### config.mk
export PLATFORM = sky130hd
export DESIGN_NAME = mem_access_unit
export DESIGN_NICKNAME = d
export VERILOG_FILES = /design/src/rtl/mem_access_unit_pkg.sv /design/src/rtl/mem_access_unit_register.sv /design/src/rtl/mem_access_unit.sv
export SDC_FILE = /design/constraint.sdc
export NUM_CORES = 1
export LEC_CHECK = 0
export CORE_MARGIN = 1
export CORE_UTILIZATION = 33
export DETAILED_ROUTE_END_ITERATION = 12
export PLACE_DENSITY = 0.87
export RECOVER_POWER = 100
export SLEW_MARGIN = 20
export SYNTH_ARGS = -nofsm -noshare
export SYNTH_HDL_FRONTEND = slang
export SYNTH_SLANG_ARGS = --single-unit
export TNS_END_PERCENT = 5
### constraint.sdc
create_clock -name Clk -period 1.6 [get_ports Clk]
set_input_delay 0.32 -clock Clk [delete_from_list [all_inputs] [get_ports Clk]]
set_output_delay 0.32 -clock Clk [all_outputs]
set_load 0.01 [all_outputs]
### src/rtl/mem_access_unit_pkg.sv
// Shared types and constants for the CPU-side memory access unit.
package mem_access_unit_pkg;

  // Sequencer states: wait for a request, drive external memory, do the
  // single I/O register access, then present the response for one cycle.
  typedef enum logic [1:0] {
    ST_IDLE   = 2'd0,
    ST_ACCESS = 2'd1,
    ST_IO     = 2'd2,
    ST_RESP   = 2'd3
  } state_e;

  // Default location of the memory-mapped switch/LED port.
  localparam logic [15:0] IO_ADDR_DEFAULT = 16'hFFFF;

endpackage : mem_access_unit_pkg

### src/rtl/mem_access_unit_register.sv
// Parametrised load-enable register with synchronous active-high clear.
module register #(
  parameter int N = 8
) (
  input  logic         Clk,
  input  logic         Reset,
  input  logic         load,
  input  logic [N-1:0] d,
  output logic [N-1:0] q
);

  logic [N-1:0] data_d;
  logic [N-1:0] data_q;

  // Hold the current value unless a load is requested.
  always_comb begin
    data_d = data_q;
    if (load) begin
      data_d = d;
    end
  end

  // Storage; a clear wins over a load on the same edge.
  always_ff @(posedge Clk) begin
    // NOTE: sequential state uses non-blocking assignments so every flop
    // samples pre-edge values and simulation matches the synthesised netlist.
    if (Reset) begin
      data_q <= '0;
    end else begin
      data_q <= data_d;
    end
  end

  assign q = data_q;

endmodule : register

### src/rtl/mem_access_unit.sv
// CPU memory access unit: accepts one read/write request at a time, runs a
// fixed-wait external memory cycle or a single-cycle I/O access (switches in,
// LEDs out), and returns a one-cycle response pulse with the MDR contents.
module mem_access_unit
  import mem_access_unit_pkg::*;
#(
  parameter int                DATA_W      = 16,
  parameter int                ADDR_W      = 16,
  parameter int                WAIT_CYCLES = 2,
  parameter logic [ADDR_W-1:0] IO_ADDR     = ADDR_W'(IO_ADDR_DEFAULT),
  parameter int                LED_W       = 10
) (
  input  logic              Clk,
  input  logic              Reset,
  input  logic              req_valid,
  output logic              req_ready,
  input  logic              req_we,
  input  logic [ADDR_W-1:0] req_addr,
  input  logic [DATA_W-1:0] req_wdata,
  output logic              resp_valid,
  output logic [DATA_W-1:0] resp_rdata,
  output logic [ADDR_W-1:0] MAR,
  output logic [DATA_W-1:0] MDR,
  output logic [ADDR_W-1:0] mem_addr,
  output logic [DATA_W-1:0] mem_wdata,
  input  logic [DATA_W-1:0] mem_rdata,
  output logic              mem_oe,
  output logic              mem_we,
  input  logic [DATA_W-1:0] SW,
  output logic [LED_W-1:0]  LED
);

  // Wait counter is wide enough to reach WAIT_CYCLES and never narrower
  // than one bit, so a zero-wait build still has a legal counter.
  localparam int CNT_W = (WAIT_CYCLES < 1) ? 1 : $clog2(WAIT_CYCLES + 1);
  localparam logic [CNT_W-1:0] CNT_LAST = CNT_W'(WAIT_CYCLES);

  state_e           state_d, state_q;
  logic [CNT_W-1:0] cnt_d, cnt_q;
  logic             we_d, we_q;

  logic              mar_load;
  logic [ADDR_W-1:0] mar_d;
  logic              mdr_load;
  logic [DATA_W-1:0] mdr_d;
  logic              led_load;
  logic [LED_W-1:0]  led_d;

  logic [ADDR_W-1:0] mar_q;
  logic [DATA_W-1:0] mdr_q;
  logic [LED_W-1:0]  led_q;

  // Next-state, register load controls and strobes for the access sequence.
  always_comb begin
    // NOTE: every signal driven here gets a default first; a path that
    // forgot one would otherwise infer a latch.
    state_d    = state_q;
    cnt_d      = cnt_q;
    we_d       = we_q;
    mar_load   = 1'b0;
    mar_d      = req_addr;
    mdr_load   = 1'b0;
    mdr_d      = req_wdata;
    led_load   = 1'b0;
    led_d      = mdr_q[LED_W-1:0];
    req_ready  = 1'b0;
    resp_valid = 1'b0;
    mem_oe     = 1'b0;
    mem_we     = 1'b0;

    unique case (state_q)
      ST_IDLE: begin
        req_ready = 1'b1;
        if (req_valid) begin
          mar_load = 1'b1;
          we_d     = req_we;
          mdr_load = req_we;
          if (req_addr == IO_ADDR) begin
            state_d = ST_IO;
          end else begin
            state_d = ST_ACCESS;
            cnt_d   = '0;
          end
        end
      end

      ST_ACCESS: begin
        mem_oe = ~we_q;
        mem_we = we_q;
        if (cnt_q == CNT_LAST) begin
          // Read data is only trusted on the last wait state.
          mdr_load = ~we_q;
          mdr_d    = mem_rdata;
          state_d  = ST_RESP;
        end else begin
          cnt_d = cnt_q + CNT_W'(1);
        end
      end

      ST_IO: begin
        led_load = we_q;
        mdr_load = ~we_q;
        mdr_d    = SW;
        state_d  = ST_RESP;
      end

      ST_RESP: begin
        resp_valid = 1'b1;
        state_d    = ST_IDLE;
      end

      default: begin
        state_d = ST_IDLE;
      end
    endcase
  end

  // Sequencer state, wait counter and latched direction.
  always_ff @(posedge Clk) begin
    if (Reset) begin
      state_q <= ST_IDLE;
      cnt_q   <= '0;
      we_q    <= 1'b0;
    end else begin
      state_q <= state_d;
      cnt_q   <= cnt_d;
      we_q    <= we_d;
    end
  end

  register #(.N(ADDR_W)) u_mar (
    .Clk   (Clk),
    .Reset (Reset),
    .load  (mar_load),
    .d     (mar_d),
    .q     (mar_q)
  );

  register #(.N(DATA_W)) u_mdr (
    .Clk   (Clk),
    .Reset (Reset),
    .load  (mdr_load),
    .d     (mdr_d),
    .q     (mdr_q)
  );

  register #(.N(LED_W)) u_led (
    .Clk   (Clk),
    .Reset (Reset),
    .load  (led_load),
    .d     (led_d),
    .q     (led_q)
  );

  assign MAR        = mar_q;
  assign MDR        = mdr_q;
  assign LED        = led_q;
  assign mem_addr   = mar_q;
  assign mem_wdata  = mdr_q;
  assign resp_rdata = mdr_q;

endmodule : mem_access_unit

=== Yosys cells after proc, flatten, opt, wreduce, memory -nomap -nowiden ===
Index checks and enable logic that the tools add are counted.

* $add $sub $neg: 1
* Equal/unequal tests: 9
* Mux-type cells: 20
* Bitwise operators: 1
* Reductions and logical operators: 5

{| class="wikitable"
|+ Operator list
! kind !! number
|-
| $pmux W16 S2 || 1
|-
| $eq A16 B16 Y1 const B || 1
|-
| $mux W16 || 1
|-
| $mux W2 || 6
|-
| $mux W1 || 9
|-
| $ne A2 B2 Y1 const B || 4
|-
| $pmux W2 S4 || 1
|-
| $eq A2 B2 Y1 const B || 3
|-
| $pmux W2 S2 || 1
|-
| $reduce_and A2 Y1 || 2
|-
| $reduce_and A4 Y1 || 1
|-
| $pmux W1 S3 || 1
|-
| $add A2 B1 Y2 const B || 1
|-
| $eq A2 B1 Y1 const B || 1
|-
| $logic_not A2 Y1 || 1
|-
| $reduce_bool A2 Y1 || 1
|-
| $not A1 Y1 || 1
|}

* Register bits: 47
* Input port bits: 68
* Word-level logic and storage cells: 42

=== Logic depth before layout (Yosys ltp) ===
Gate-level depths: netlist of run 1.

* Depth in word-level cells: 4
* Depth in mapped cells: 9
* Mapped depth without buffers: 7

=== Cells and area by module ===
From an unflattened synthesis of run 1, not the netlist that was laid out.

* Cell total of the unflattened synthesis: 276
* Area, all modules: 2618.8 µm²

{| class="wikitable"
|+ By module, submodules not included
! module !! times used !! cells each !! area each (µm²) !! sequential area each (µm²)
|-
| register (u_mar ...) || 2 || 52 || 580.6 || 320.3
|-
| mem_access_unit || 1 || 140 || 1104.8 || 100.1
|-
| register (u_led) || 1 || 32 || 352.8 || 200.2
|}

=== Worst setup path before layout of run 1 ===
OpenSTA, ideal clock, no wires.

* Path type: register to register
* Start point: register state_q[0]
* End point: register u_mdr.data_q[10], in the netlist u_mdr.q[10]
* Library setup time: 146 ps
* Data arrival time: 1606 ps
* Required time: 1454 ps
* Path slack: -152 ps
* Stages on the path, launching flop included: 8
* Path buffers: 2
* Period minus slack after synthesis: 1752 ps
* Path through: dfxtp_1 -> inv_1 -> ha_1 -> clkbuf_1 -> nand2_1 -> clkbuf_1 -> a22oi_1 -> a211oi_2

* Longest elaborated chain between the ends: 2
* Elaborated cells between the ends (all ways): 5
* Classes of those cells: eq/ne: 2; mux: 2; reduce/logical: 1

{| class="wikitable"
|+ RTL lines
! what !! RTL line !! text
|-
| start, declared || mem_access_unit.sv:38 || <nowiki>state_e state_d, state_q;</nowiki>
|-
| start signal, assigned || mem_access_unit.sv:125 || <nowiki>state_q <= state_d;</nowiki>
|-
| $eq A2 B2 Y1 (tied with other cells) || mem_access_unit.sv:71 || <nowiki>unique case (state_q)</nowiki>
|-
| $pmux W1 S3 or $pmux W16 S2 (tied branches) || mem_access_unit.sv:71 ||
|-
| end signal, assigned || mem_access_unit_register.sv:30 || <nowiki>data_q <= data_d;</nowiki>
|-
| end, declared || mem_access_unit_register.sv:13 || <nowiki>logic [N-1:0] data_q;</nowiki>
|}

Several ways; a longest one is shown, not always the timed one.
A chain may end at the register's enable or synchronous reset.

=== Worst setup path after layout of run 1 ===
* Start point: register state_q[1]
* End point: register u_mdr.data_q[7], in the netlist u_mdr.q[7]

Same word-level chain as after synthesis.

==> summary.md, run 1 <==
| Metric | Value |
|---|---|
| PD cells | roughly 1800 mW/mm2 |
| Vias per cell | 4.795 |
| Rel. slew slack | ~79% |
| RSZ-0062 raised after global routing | yes |
| Crit start category | register |
| Starting Density | a little over a third |
| First-pass GRT wire length | around 13000 um |
| Failing checks | setup timing |
| DR iter-0 viols | 83 |
| Worst-margin pin slew | approximately 0.32 ns |
| # diodes | 0 |
| Cts bufs inserted | 5 |
| Min-Delay Path Depth | 2 |
| Die ar. | between 0.008 and 0.009 mm2 |
| Detailed Routing Iterations Pass 1 | 4 |
| Count of cell types in the netlist | 27 |
| Area grow syn2layout | 73.73% |
| Final setup viols | 13 |
| Status | complete, but fails checks |
| Post-synth EDFFs | 0 |
| CTS max path bufs | 2 |
| Via count | 2599 |
| Yosys warnings | 0 |
| Post-synth ARST share | 0% |
| CTS tree | built |
| GRT Util Overall | between 10% and 20% |
| Worst min-delay path category | in2reg |
| Most frequent cells in the layout | 143 x clkdlybuf4s50_1, 58 x nand2_1, 31 x dfxtp_1 |
| Reg2reg path depth | 9 |
| Clock latency on the worst-skew pair | 0.30 ns |
| Hold-fix buffers, CTS | 0 |
| Synth Cell Area | 0.002557 mm2 |
| Die X-Extent | roughly 90 um |
| Total wire length | between 7000 and 8000 um |
| Syn Area/Cell | ~8.4 um2 |
| Static leakage | roughly 0.0016 uW |
| Max-cap viol count | 0 |
| Final worst clock skew | 0.01217 ns |
| Layout cell share with drive strength beyond 1 | between 20% and 30% |
| Layout fillers | roughly 640 |
| CP Capture Type | register |
| Die Height | 90.04 um |
| Worst hold start | Reset |
| Reg2reg start | state_q[1] |
| Drc violations | 0 |
| Final min period | roughly 1.7 ns |
| Initial antenna violation count | 0 |
| IO buf count | roughly 160 |
| Post-synthesis sequential area ratio | a little under two fifths |
| Synth Flop Type | dfxtp_1 |
| Slew Limit Fails | 0 |
| F_max | approximately 600 MHz |
| #FFs+latches synth | 47 |
| Final worst path period share | 103.6% |
| Overflow after GRT | 0 |
| Final Net Count | 515 |
| Worst VDD drop | 796.4 uV |
| Largest net degree at the start of global routing | 24 |
| CTS sink count | 47 |
| Antenna viol nets, final | 0 |
| Row count | 31 |
| Critical path arrival | between 1.5 and 2 ns |
| DP HPWL | 6119 um |
| WL/cell | around 15 um |
| Net Count, Synth | around 380 |
| Core Area | roughly 0.0074 mm2 |
| CP startpoint | state_q[1] |
| Overall power | between 7000 and 8000 uW |
| Vias in the first global route | 2585 |
| Reg clk slew, reported paths | approximately 0.090 ns |
| Final hold vios | 0 |
| IO Count | about 160 |
| Htree depth | 2 |
| Worst Slack Setup Final | -0.05686 ns |
| Commonest non-fill, non-tap cell in the layout | clkdlybuf4s50_1 |
| Hold_ws | about 0.35 ns |
| Largest fanout on the critical path | 6 |
| Post-synthesis cell count | 303 |
| Crit path required time | 1.82 ns |
| Worst Setup Path Type | reg2reg |
| Placer Congestion | roughly 0.91 |
| Root buf cell | clkbuf_8 |
synthesized netlist by cell type (2+ instances only):
cell type	count	share of area, %
and2_1	4	0.98
nor2_1	15	2.2
nand2_1	60	8.8
buf_2	2	0.39
nor3_1	2	0.39
a22o_1	16	5.5
nor2_2	4	0.98
inv_1	3	0.44
a211oi_2	14	6.8
a22oi_1	16	4.7
a211oi_1	2	0.59
buf_6	2	0.88
buf_4	51	15
nand4_1	5	1.2
ha_1	5	2.4
nand2b_1	2	0.49
nor2b_1	3	0.73
clkbuf_1	12	1.8
a21oi_1	31	6.1
dfxtp_1	47	37
layout make-up:
type | instances | area, um2 | share of cell area [%]
Sequential cell | 47 | 968.4 | 21.80
Clock buffer | 5 | 68.82 | 1.549
Inverter | 3 | 16.27 | 0.3661
Timing Repair Buffer | 199 | 1988 | 44.75
Tap cell | 99 | 123.9 | 2.788
Multi-Input combinational cell | 186 | 1231 | 27.71
Clock inverter | 3 | 46.29 | 1.042
routing by layer:
layer  up-vias  part of all wire (%)  wire length, um  GRT usage [%]
li1       1282                     -                -              -
met5         -                     0                0              0
met3        10                   3.7              293          2.538
met4         0                   1.5              121          5.511
met2        82                    52             4185          35.94
met1      1225                    42             3397          23.15
state kept, by name, indices dropped and copies added (netlist names):
name / flops
u_mdr.q: 16
cnt_q: 2
u_mar.q: 16
we_q: 1
u_led.q: 10
state_q: 2
critical path, stage by stage (launching register included):
cell	delay (ns)
dfxtp_2	0.37
inv_4	0.05
ha_4	0.17
and2_4	0.19
o21bai_4	0.16
a21oi_4	0.08
buf_12	0.14
buf_16	0.13
buf_4	0.13
a211oi_2	0.15
kinds of logic after synthesis:
logic type	synth area share, %
simple gates	16.05
compound gates	26.27
buf+inv	18.44
flops	36.79
fa+ha+maj	2.446
through the flow:
step / setup slack, ns / instances / cell area [um2] / utilization, % / TNS [ns]
floorplan: 0.002545 / 303 / 2596 / - / 0
global placement: -0.2937 / 523 / 4110 / 55.77 / -3.215
detailed placement: -0.3750 / 523 / 4110 / 55.77 / -4.222
CTS: -0.04170 / 542 / 4414 / 59.90 / -0.3894
global route: -0.1488 / 542 / 4443 / 60.29 / -1.711
finish: -0.05686 / 542 / 4443 / 60.29 / -0.4061
final timing paths:
kind / to / slack, ns
setup reg to reg: u_mdr.q[7] / -0.06
setup / recovery: u_mdr.q[7] / -0.06
hold reg to reg: u_led.q[6] / 0.46
hold / removal: u_mdr.q[15] / 0.35
report_power, final:
part / switching (uW) / internal, uW / leakage [uW]
clock: 417 / 471 / 0.0000548
sequential: 367 / 1540 / 0.000391
combinational: 2280 / 2890 / 0.00118
total: 3070 / 4910 / 0.00162
what timing repair did:
action | CTS | global route
gates cloned | 3 | 0
pin swaps | 16 | 8
setup buffers | 9 | 0
resized for setup | 37 | 31
setup endpoints to repair | 43 | 59
(Power assumes the default switching activity.)
==> run 2: changes to the inputs <==
--- a/config.mk
+++ b/config.mk
@@ -6,9 +6,9 @@
 export NUM_CORES = 1
 export LEC_CHECK = 0
 export CORE_MARGIN = 1
-export CORE_UTILIZATION = 33
+export CORE_UTILIZATION = 40
 export DETAILED_ROUTE_END_ITERATION = 12
-export PLACE_DENSITY = 0.87
+export PLACE_DENSITY = 0.95
 export RECOVER_POWER = 100
 export SLEW_MARGIN = 20
 export SYNTH_ARGS = -nofsm -noshare
==> constraint.sdc (replaced) <==
create_clock -name Clk -period 1.95 [get_ports Clk]
set_input_delay 0.39 -clock Clk [delete_from_list [all_inputs] [get_ports Clk]]
set_output_delay 0.39 -clock Clk [all_outputs]
set_load 0.01 [all_outputs]
==> run 2 against run 1 <==
The flow now finishes without violations. Critical path depth decreased by 2. Largest power group unchanged. Via count decreased by 3.3%. Clock skew decreased by 0.0021 ns. Cell count decreased by 10%. Sequential power decreased by 21%. Largest cell class unchanged. Non-clock buffer count decreased by 29. First-iteration DRC count increased by 24%. Core utilization increased by 5.9 points.
==> summary.md, run 2 (synthesis gave the netlist of run 1 again) <==
| Metric | Value |
|---|---|
| Status | finished, final reports clean (was complete, but fails checks) |
| Die ar. | 0.006717 mm2 (was 0.008106 mm2) |
| Total wire length | 7763 um (was 7997 um) |
| # diodes | 0 (unchanged) |
| IO buf count | 161 (unchanged) |
| Max-cap viol count | 0 (unchanged) |
| CTS sink count | 47 (unchanged) |
| Final hold vios | 0 (unchanged) |
| Clock latency on the worst-skew pair | 0.29 ns (was 0.30 ns) |
| CP Capture Type | register (unchanged) |
| Multi-input gate area | 0.001147 mm2 (was 0.001231 mm2) |
| Die Height | 81.96 um (was 90.04 um) |
| Vias in the first global route | 2398 (was 2585) |
| Layout cell share with drive strength beyond 1 | 9.201% (was 23.48%) |
| Static leakage | 0.001673 uW (was 0.001624 uW) |
| Overall power | 5367 uW (was 7972 uW) |
| Commonest non-fill, non-tap cell in the layout | dlygate4sd3_1 (was clkdlybuf4s50_1) |
| Final worst path period share | 94.81% (was 103.6%) |
| Sequential Area | 942.2 um2 (was 968.4 um2) |
| Worst min-delay path category | reg2reg (was in2reg) |
| Starting Density | 42.20% (was 34.70%) |
| Slew Limit Fails | 0 (unchanged) |
| Most frequent cells in the layout | 90 x dlygate4sd3_1, 66 x clkdlybuf4s50_1, 60 x nand2_1 (was 143 x clkdlybuf4s50_1, 58 x nand2_1, 31 x dfxtp_1) |
| Cts bufs inserted | 5 (unchanged) |
| Reg clk slew, reported paths | 0.09 ns (about the same) |
| Placer Congestion | 0.8139 (was 0.9093) |
| Row count | 28 (was 31) |
| Worst Setup Path Type | reg2reg (unchanged) |
| Worst VDD drop | 720.1 uV (was 796.4 uV) |
| WL/cell | 15.91 um (was 14.75 um) |
| Non-filler cells, final | 488 (was 542) |
| Detailed Routing Iterations Pass 1 | 5 (was 4) |
| Crit start category | register (unchanged) |
| Largest net degree at the start of global routing | 33 (was 24) |
| Root buf cell | clkbuf_8 (unchanged) |
| F_max | 540.9 MHz (was 603.6 MHz) |
| Final setup viols | 0 (was 13) |
| Final worst clock skew | 0.01010 ns (was 0.01217 ns) |
| Worst-margin pin slew | 0.5870 ns (was 0.3192 ns) |
| GRT Util Overall | 22.82% (was 19.39%) |
| Drc violations | 0 (unchanged) |
| Htree depth | 2 (unchanged) |
| Final Net Count | 486 (was 515) |
| First-pass GRT wire length | 11650 um (was 12680 um) |
| Vias per cell | 5.150 (was 4.795) |
| Largest fanout on the critical path | 7 (was 6) |
| DP HPWL | 6111 um (was 6119 um) |
| Initial antenna violation count | 0 (unchanged) |
| IO Count | 162 (unchanged) |
| Overflow after GRT | 0 (unchanged) |
| Area grow syn2layout | 56.90% (was 73.73%) |
| DR iter-0 viols | 103 (was 83) |
| Final Util | 66.21% (was 60.29%) |
| CTS tree | built (unchanged) |
| Crit path required time | 2.16 ns (was 1.82 ns) |
| Via count | 2513 (was 2599) |
| Hold_ws | 0.4638 ns (was 0.3498 ns) |
| Die X-Extent | 81.96 um (was 90.04 um) |
| Layout fillers | 478 (was 635) |
| CTS max path bufs | 2 (unchanged) |
| Final min period | 1.849 ns (was 1.657 ns) |
| Placed Cells | 480 (was 523) |
| RSZ-0062 raised after global routing | no (was yes) |
| PD cells | 1338 mW/mm2 (was 1794 mW/mm2) |
| Critical path arrival | 2.05 ns (was 1.87 ns) |
| Rel. slew slack | 60.77% (was 78.72%) |
| Antenna viol nets, final | 0 (unchanged) |
| Core Area | 0.006061 mm2 (was 0.007370 mm2) |
## run 2: cell type report
class,instances,area share (%)
clock buffer,5,1.715
clock inverter,2,0.9355
sequential,47,23.48
timing repair buffer,170,42.66
tap,75,2.339
inverter,3,0.2806
multi-input combinational,186,28.59
## run 2: final timing paths
path	slack [ns]	cells past startpoint	startpoint	endpoint
worst max-delay path	0.10	7	state_q[0]	state_q[1]
worst min-delay path	0.46	2	u_led.q[7]	u_led.q[7]
worst max register to register	0.10	7	state_q[0]	state_q[1]
worst min register to register	0.46	2	u_led.q[7]	u_led.q[7]
## run 2: metrics by stage
stage | TNS [ns] | setup slack [ns] | cell area (um2)
2_1_floorplan | 0 | 0.1978 | 2557
3_3_place_gp | -0.03113 | -0.03113 | 3908
3_5_place_dp | -0.2468 | -0.1200 | 3908
4_1_cts | 0 | 0.08265 | 4025
5_1_grt | 0 | 0.01331 | 4013
6_report | 0 | 0.1011 | 4013
## run 2: metal layers
layer  vias to the layer above  wire [um]  track usage [%]
met5                         -          0                0
met4                         0         87            8.246
met3                         8        337            4.889
met2                        85       4228            40.25
met1                      1199       3109            26.92
li1                       1221          -                -
## run 2: report_power, final
group / switching, uW / internal, uW / total (uW) / leakage [uW]
registers: 287 / 1220 / 1510 / 0.000385
clock network: 314 / 375 / 688 / 0.0000502
logic: 1630 / 1540 / 3170 / 0.00124
total: 2230 / 3140 / 5370 / 0.00167
## run 2: worst max-delay path, cell delays in order (launching register included)
cell	delay [ns]
dfxtp_2	0.36
inv_1	0.09
ha_1	0.30
nand4_1	0.12
nor4_1	0.29
nand4_1	0.17
buf_4	0.19
a311oi_1	0.25
## run 2: what timing repair did
item	4_1_cts	5_1_grt
hold buffers	0	0
resized for setup	8	0
pin swaps	0	1
buffers inserted	0	1
endpoints found under the setup margin	4	1
cloned	0	0
